<file path="src/rtl/exception_writeback_ctrl.sv">
// Queues nonzero execute-stage exception codes and drains them into $rstatus
// on cycles the register-file write port is not used by normal writeback.
module exception_writeback_ctrl #(
    parameter int DEPTH   = 2,
    parameter int RSTATUS = 30
) (
    input  logic        clock,
    input  logic        reset,
    input  logic        ex_valid,
    input  logic [2:0]  ex_code,
    input  logic        wb_busy,
    output logic        suppress_rd,
    output logic        rs_we,
    output logic [4:0]  rs_addr,
    output logic [31:0] rs_data,
    output logic        stall,
    output logic        exc_pending,
    output logic [7:0]  exc_count,
    output logic [2:0]  last_code
);
    localparam int AW = (DEPTH > 1) ? $clog2(DEPTH) : 1;
    localparam int CW = AW + 1;

    typedef enum logic [1:0] {
        S_IDLE    = 2'd0,
        S_PENDING = 2'd1,
        S_FULL    = 2'd2
    } state_t;

    state_t         state_q, state_d;
    logic [AW-1:0]  wr_ptr_q, wr_ptr_d;
    logic [AW-1:0]  rd_ptr_q, rd_ptr_d;
    logic [CW-1:0]  count_q, count_d;
    logic [7:0]     exc_count_q, exc_count_d;
    logic [2:0]     last_code_q, last_code_d;
    logic [2:0]     mem_q [DEPTH];
    logic           push, pop;

    assign stall       = (state_q == S_FULL);
    assign exc_pending = (state_q != S_IDLE);
    assign push        = ex_valid & ~stall & (ex_code != 3'd0);
    assign pop         = exc_pending & ~wb_busy;

    assign suppress_rd = push;
    assign rs_we       = pop;
    assign rs_addr     = 5'(RSTATUS);
    // Head is only meaningful when something is queued; no bypass from ex_code.
    assign rs_data     = exc_pending ? {29'd0, mem_q[rd_ptr_q]} : 32'd0;
    assign exc_count   = exc_count_q;
    assign last_code   = last_code_q;

    always_comb begin
        state_d     = state_q;
        wr_ptr_d    = wr_ptr_q;
        rd_ptr_d    = rd_ptr_q;
        count_d     = count_q;
        exc_count_d = exc_count_q;
        last_code_d = last_code_q;

        if (push) begin
            wr_ptr_d    = wr_ptr_q + AW'(1);
            last_code_d = ex_code;
            if (exc_count_q != 8'hFF) exc_count_d = exc_count_q + 8'd1;
        end
        if (pop) rd_ptr_d = rd_ptr_q + AW'(1);

        case ({push, pop})
            2'b10:   count_d = count_q + CW'(1);
            2'b01:   count_d = count_q - CW'(1);
            default: count_d = count_q;
        endcase

        case (state_q)
            S_IDLE: begin
                if (push) state_d = S_PENDING;
            end
            S_PENDING: begin
                if (push && !pop && count_q == CW'(DEPTH - 1))
                    state_d = S_FULL;
                else if (pop && !push && count_q == CW'(1))
                    state_d = S_IDLE;
            end
            S_FULL: begin
                if (pop) state_d = S_PENDING;
            end
            default: state_d = S_IDLE;
        endcase
    end

    always_ff @(posedge clock or posedge reset) begin
        if (reset) begin
            state_q     <= S_IDLE;
            wr_ptr_q    <= '0;
            rd_ptr_q    <= '0;
            count_q     <= '0;
            exc_count_q <= '0;
            last_code_q <= '0;
            for (int i = 0; i < DEPTH; i++) mem_q[i] <= '0;
        end else begin
            state_q     <= state_d;
            wr_ptr_q    <= wr_ptr_d;
            rd_ptr_q    <= rd_ptr_d;
            count_q     <= count_d;
            exc_count_q <= exc_count_d;
            last_code_q <= last_code_d;
            if (push) mem_q[wr_ptr_q] <= ex_code;
        end
    end

endmodule

</file>
<file path="config.mk">
export PLATFORM = sky130hd
export DESIGN_NAME = exception_writeback_ctrl
export DESIGN_NICKNAME = d
export VERILOG_FILES = /design/src/rtl/exception_writeback_ctrl.sv
export SDC_FILE = /design/constraint.sdc
export NUM_CORES = 1
export LEC_CHECK = 0
export BUFFER_PORTS_ARGS = -buffer_cell sky130_fd_sc_hd__buf_4
export CORE_ASPECT_RATIO = 1.4
export CORE_UTILIZATION = 30
export CTS_CLUSTER_DIAMETER = 150
export DETAILED_ROUTE_END_ITERATION = 6
export SYNTH_ARGS = -nofsm -noshare
export SYNTH_HDL_FRONTEND = slang
export SYNTH_SLANG_ARGS = --single-unit
</file>
<file path="constraint.sdc">
create_clock -name clock -period 3.7 [get_ports clock]
set_clock_uncertainty 0.2 [all_clocks]
set_input_delay 0.74 -clock clock [delete_from_list [all_inputs] [get_ports clock]]
set_output_delay 0.74 -clock clock [all_outputs]
set_load 0.005 [all_outputs]
</file>
# Yosys cells after proc, flatten, opt, wreduce, memory -nomap -nowiden
# Index checks and enable logic that the tools add are counted.
totals:
  mem_count: 0
  rom_bits: 0
  latchBits: 0
  in_bits: 7
  register_bits: 23
  ram_bits: 0
  elab_cells: 58
  out_inout_bits: 52
op_classes:
  bitwise_logic: 7
  magnitude_cmp: 3
  div_mod_pow: 0
  mul: 0
  shifts: 0
  n_eq_ne: 9
  n_reduce_logical: 13
  add_sub_neg: 5
  n_mux: 13
op_table:
  columns: ["cell", "n"]
  rows:
  - ["3-bit two-way mux", 5]
  - ["8-bit by 1-bit adder with 8-bit output, second input constant", 1]
  - ["2-bit two-way mux", 4]
  - ["8-bit != test, second input constant", 1]
  - ["6-bit bitwise mux", 1]
  - ["2-bit by 1-bit == test with 1-bit output, second input constant", 3]
  - ["2-bit one-hot mux with 3 select lines", 1]
  - ["1-bit logical AND", 5]
  - ["2-bit == test, second input constant", 2]
  - ["2-bit greater-or-equal comparator, second input constant", 2]
  - ["1-bit inverter with 2-bit output", 2]
  - ["2-bit one-hot mux with 2 select lines", 1]
  - ["2-bit nonzero test", 2]
  - ["1-bit AND", 3]
  - ["3-bit demux with 1-bit select", 1]
  - ["3-bit != test, second input constant", 1]
  - ["3-bit AND reduction", 1]
  - ["3-bit nonzero test", 1]
  - ["1-bit adder, second input constant", 2]
  - ["2-bit by 1-bit adder with 2-bit output, second input constant", 1]
  - ["1-bit zero test", 2]
  - ["2-bit zero test", 1]
  - ["2-bit by 1-bit less-than comparator with 1-bit output, second input constant", 1]
  - ["2-bit by 1-bit != test with 1-bit output, second input constant", 1]
  - ["other kinds (4)", 5]

# Depth between registers and ports, before layout
logic_depth:
  word_depth: 10
  depth_mapped: 8
  depth_no_buf: 7

# Least setup slack after synthesis
# OpenSTA, ideal clock, no wires.
synth_path:
  path_type: "input-to-output"
  from: "in ex_code[0]"
  to: "out suppress_rd"
  stages: 3
  n_path_buf: 1
  path_slack_ns: 1.489
  arrival_ns: 1.271
  t_required_ns: 2.760
  cell_sequence: "o311ai_4 buf_6 inv_1"
synth_between:
  elab_chain_cells: 2
synth_rtl:
  columns: ["item", "line", "rtl"]
  rows:
  - ["from (decl)", "10", "input logic [2:0] ex_code,"]
  - ["3-bit nonzero test", "41", "assign push = ex_valid & ~stall & (ex_code != 3'd0);"]
  - ["1-bit AND", "41", null]
  - ["to (decl)", "12", "output logic suppress_rd,"]
# No other way between the ends.

# Final worst setup path
# Ends and elaborated chain as after synthesis.

==> reports/results.tsv <==
stage	metric	value	unit
clock_network	CTS Buf Count	3	
timing	WHS	0.272	ns
global_route	initial antenna violation count	0	
layout	ant diodes	0	
global_route	global-route wire length before repair	4040	um
clock_network	Max H-tree Level	1	
synth	Synth top area share	41.1	%
die	die height	82.9	um
timing	final hold viol count	0	
timing	min setup slack post-route	0.882	ns
critical_path	CP max FO	11	
global_route	number of global-route vias before repair	895	
die	I/O pins	59	
critical_path	Arr. time, crit path	1.88	ns
synth	synthesized area	0.00140	sq mm
timing	Tmin final	2.82	ns
timing	Final Cycle Share	76.2	%
routing	routed len/inst	10.5	um
synth	yosys warns	0	
synth	Distinct cells, synth	31	
timing	Setup-failing EPs final	0	
die	die area	0.00495	sq mm
synth	Mapped Cells	137	
clock_network	Post-CTS Resized	0	
synth	area leader, netlist	dfrtp_1	
timing	Achievable Freq	355	MHz
routing	Vias/cell	4.10	
power	maximum vdd drop	0.000232	V
placed_design	dpl hpwl	1780	um
critical_path	Req. time, crit path	2.76	ns
routing	Antenna Violating Nets Remaining	0	
worst_hold_path	Hold WC Path Type	reg -> reg	
clock_network	clk buf depth	2	
clock_network	Setup Buffers After CTS	0	
critical_path	startpoint types	primary input	
clock_network	Worst-path clk slew	0.08	ns
die	Die Wd	59.8	um
routing	DRT Wirelength	2330	um
timing	Worst-Margin Slew	0.867	ns
synth	main flop type after synthesis	dfrtp_1	
timing	setup TNS	0	ns
routing	DR DRC count	0	
synth	Post-synth EDFFs	0	
synth	FFs w/ async S/R, synth	100	%
global_route	Tot GR Track Use	10.7	%
job	max cap viols	0	
clock_network	CTS tree	yes	
timing	Slew Limit Fails	0	
clock_network	hold buffers post-CTS	0	
routing	DRT Pass-1 Iters	4	
layout	P&R area growth vs syn	10.9	%
critical_path	crit end category	output port	
synth	register area share after synthesis	41.1	%
die	row count	29	
status	status	completed	
synth	Seq cells post-synth	23	
timing	Rel. slew slack	42.1	%
clock_network	clk sinks	23	
power	PD cells	679	mW/mm^2
synth	synth top area cells	dfrtp_1 (41%), buf_4 (18%), mux2_2 (5.6%)	
clock_network	clk_lat worst skew	0.26	ns
global_route	largest net degree at the start of global routing	24	
die	Starting Density	31.1	%
critical_path	Crit path buffers/inverters	3	
power	Pleak	0.792	nW
critical_path	cells along the critical path	buf_4, o311ai_4, inv_1, buf_4	
layout	layout cells sized above 1	26.1	%
power	Power Total	0.00105	W
clock_network	root buf cell	clkbuf_8	
critical_path	CP top delay family	buffers and inverters	
placed_design	gpl congestion	0.711	
critical_path	most used cell, CP	buf_4	
die	area of the core	0.00450	sq mm
placed_design	dpl ws	0.902	ns
critical_path	crit path max-delay cell type	o311ai_4	
synth	Avg Cell Area, Syn	10.2	sq um
timing	unrepaired setup endpoints after global routing	no	
critical_path	crit path kind	in -> out	
layout	final net count	173	
critical_path	Crit path largest cell delay	0.54	ns
routing	via count	914	
placed_design	port buffer count	24	
routing	1st-iter DRT viols	20	
global_route	total gr overflow	0	
[area by class of cell]
cell class	count	area [sq um]
clock buffers	4	45.0
fillers	480	2950
inverters	8	30.0
multi-input cells	102	646
flip-flops and latches	23	576
well taps	62	77.6
repair buffers	24	180
[synthesized netlist by cell type (2+ instances only)]
cell type	n
buf_4	34
dfrtp_1	23
nand2_1	13
inv_1	8
mux2_2	7
nor2_1	7
mux2i_1	5
o21ai_0	5
ha_1	4
xnor2_1	4
a21oi_1	2
a22o_2	2
conb_1	2
nand3_1	2
nand4_1	2
xor2_1	2
[through the flow]
stage | util (%) | area (sq um) | std cells
global route | 34.5 | 1550 | 223
CTS | 34.5 | 1550 | 223
detailed placement | 33.5 | 1510 | 219
floorplan | - | 1520 | 169
global placement | 33.5 | 1510 | 219
finish | 34.5 | 1550 | 223
[path summary, 6_finish.rpt]
check                           slack, ns  depth (start not counted)        from           end
worst max-delay path                 0.88                          4  ex_code[0]   suppress_rd
worst min-delay path                 0.27                          1  count_q[0]    count_q[0]
worst max register to register       1.69                          7  state_q[0]    state_q[0]
worst min register to register       0.27                          1  count_q[0]    count_q[0]
max in group asynchronous            2.31                          2       reset      mem_q[2]
min in group asynchronous            0.46                          2       reset  exc_count[5]
[flip-flops by register name, summed over array words and instances, names as in the netlist]
| signal | cells |
|---|---|
| last_code | 3 |
| mem_q | 6 |
| rd_ptr_q | 1 |
| exc_count | 8 |
| state_q | 2 |
| wr_ptr_q | 1 |
| count_q | 2 |
[cells by family after synthesis]
kind of cell             Yosys count  share of synthesized area [%]
AO/OA/AOI/OAI                     14                           7.86
XOR/XNOR                           7                           4.91
adder cells (fa/ha/maj)            4                           3.57
buffers and inverters             44                           21.4
flip-flops                        23                           41.1
multiplexers                      12                           9.20
other                              2                          0.536
AND/OR/NAND/NOR                   31                           11.4
[routing by layer]
metal | vias up | track usage (%) | wire (um)
met3 | 4 | 1.25 | 96
li1 | 432 | - | -
met4 | 0 | 6.34 | 58
met1 | 440 | 12.4 | 896
met2 | 38 | 18.3 | 1280
met5 | - | 0 | 0
[cells in the final DEF (no fill, tap or decap), types with 2 or more instances in the layout]
cell,count
nand3_1,2
xnor2_1,4
xor2_1,2
nand4_1,2
mux2i_1,5
buf_4,24
conb_1,34
inv_1,8
dfrtp_1,23
a22o_2,2
mux2_2,7
a21oi_1,2
ha_1,4
clkbuf_8,3
o21ai_0,5
nand2_1,13
nor2_1,7
[power breakdown]
group / internal, W / switching (W) / leakage (nW) / total, W
registers: 0.000360 / 0.000111 / 0.276 / 0.000472
clock network: 0.0000769 / 0.0000775 / 0.0228 / 0.000154
logic: 0.000249 / 0.000180 / 0.493 / 0.000429
No activity file was read; power rests on OpenSTA's default activity.
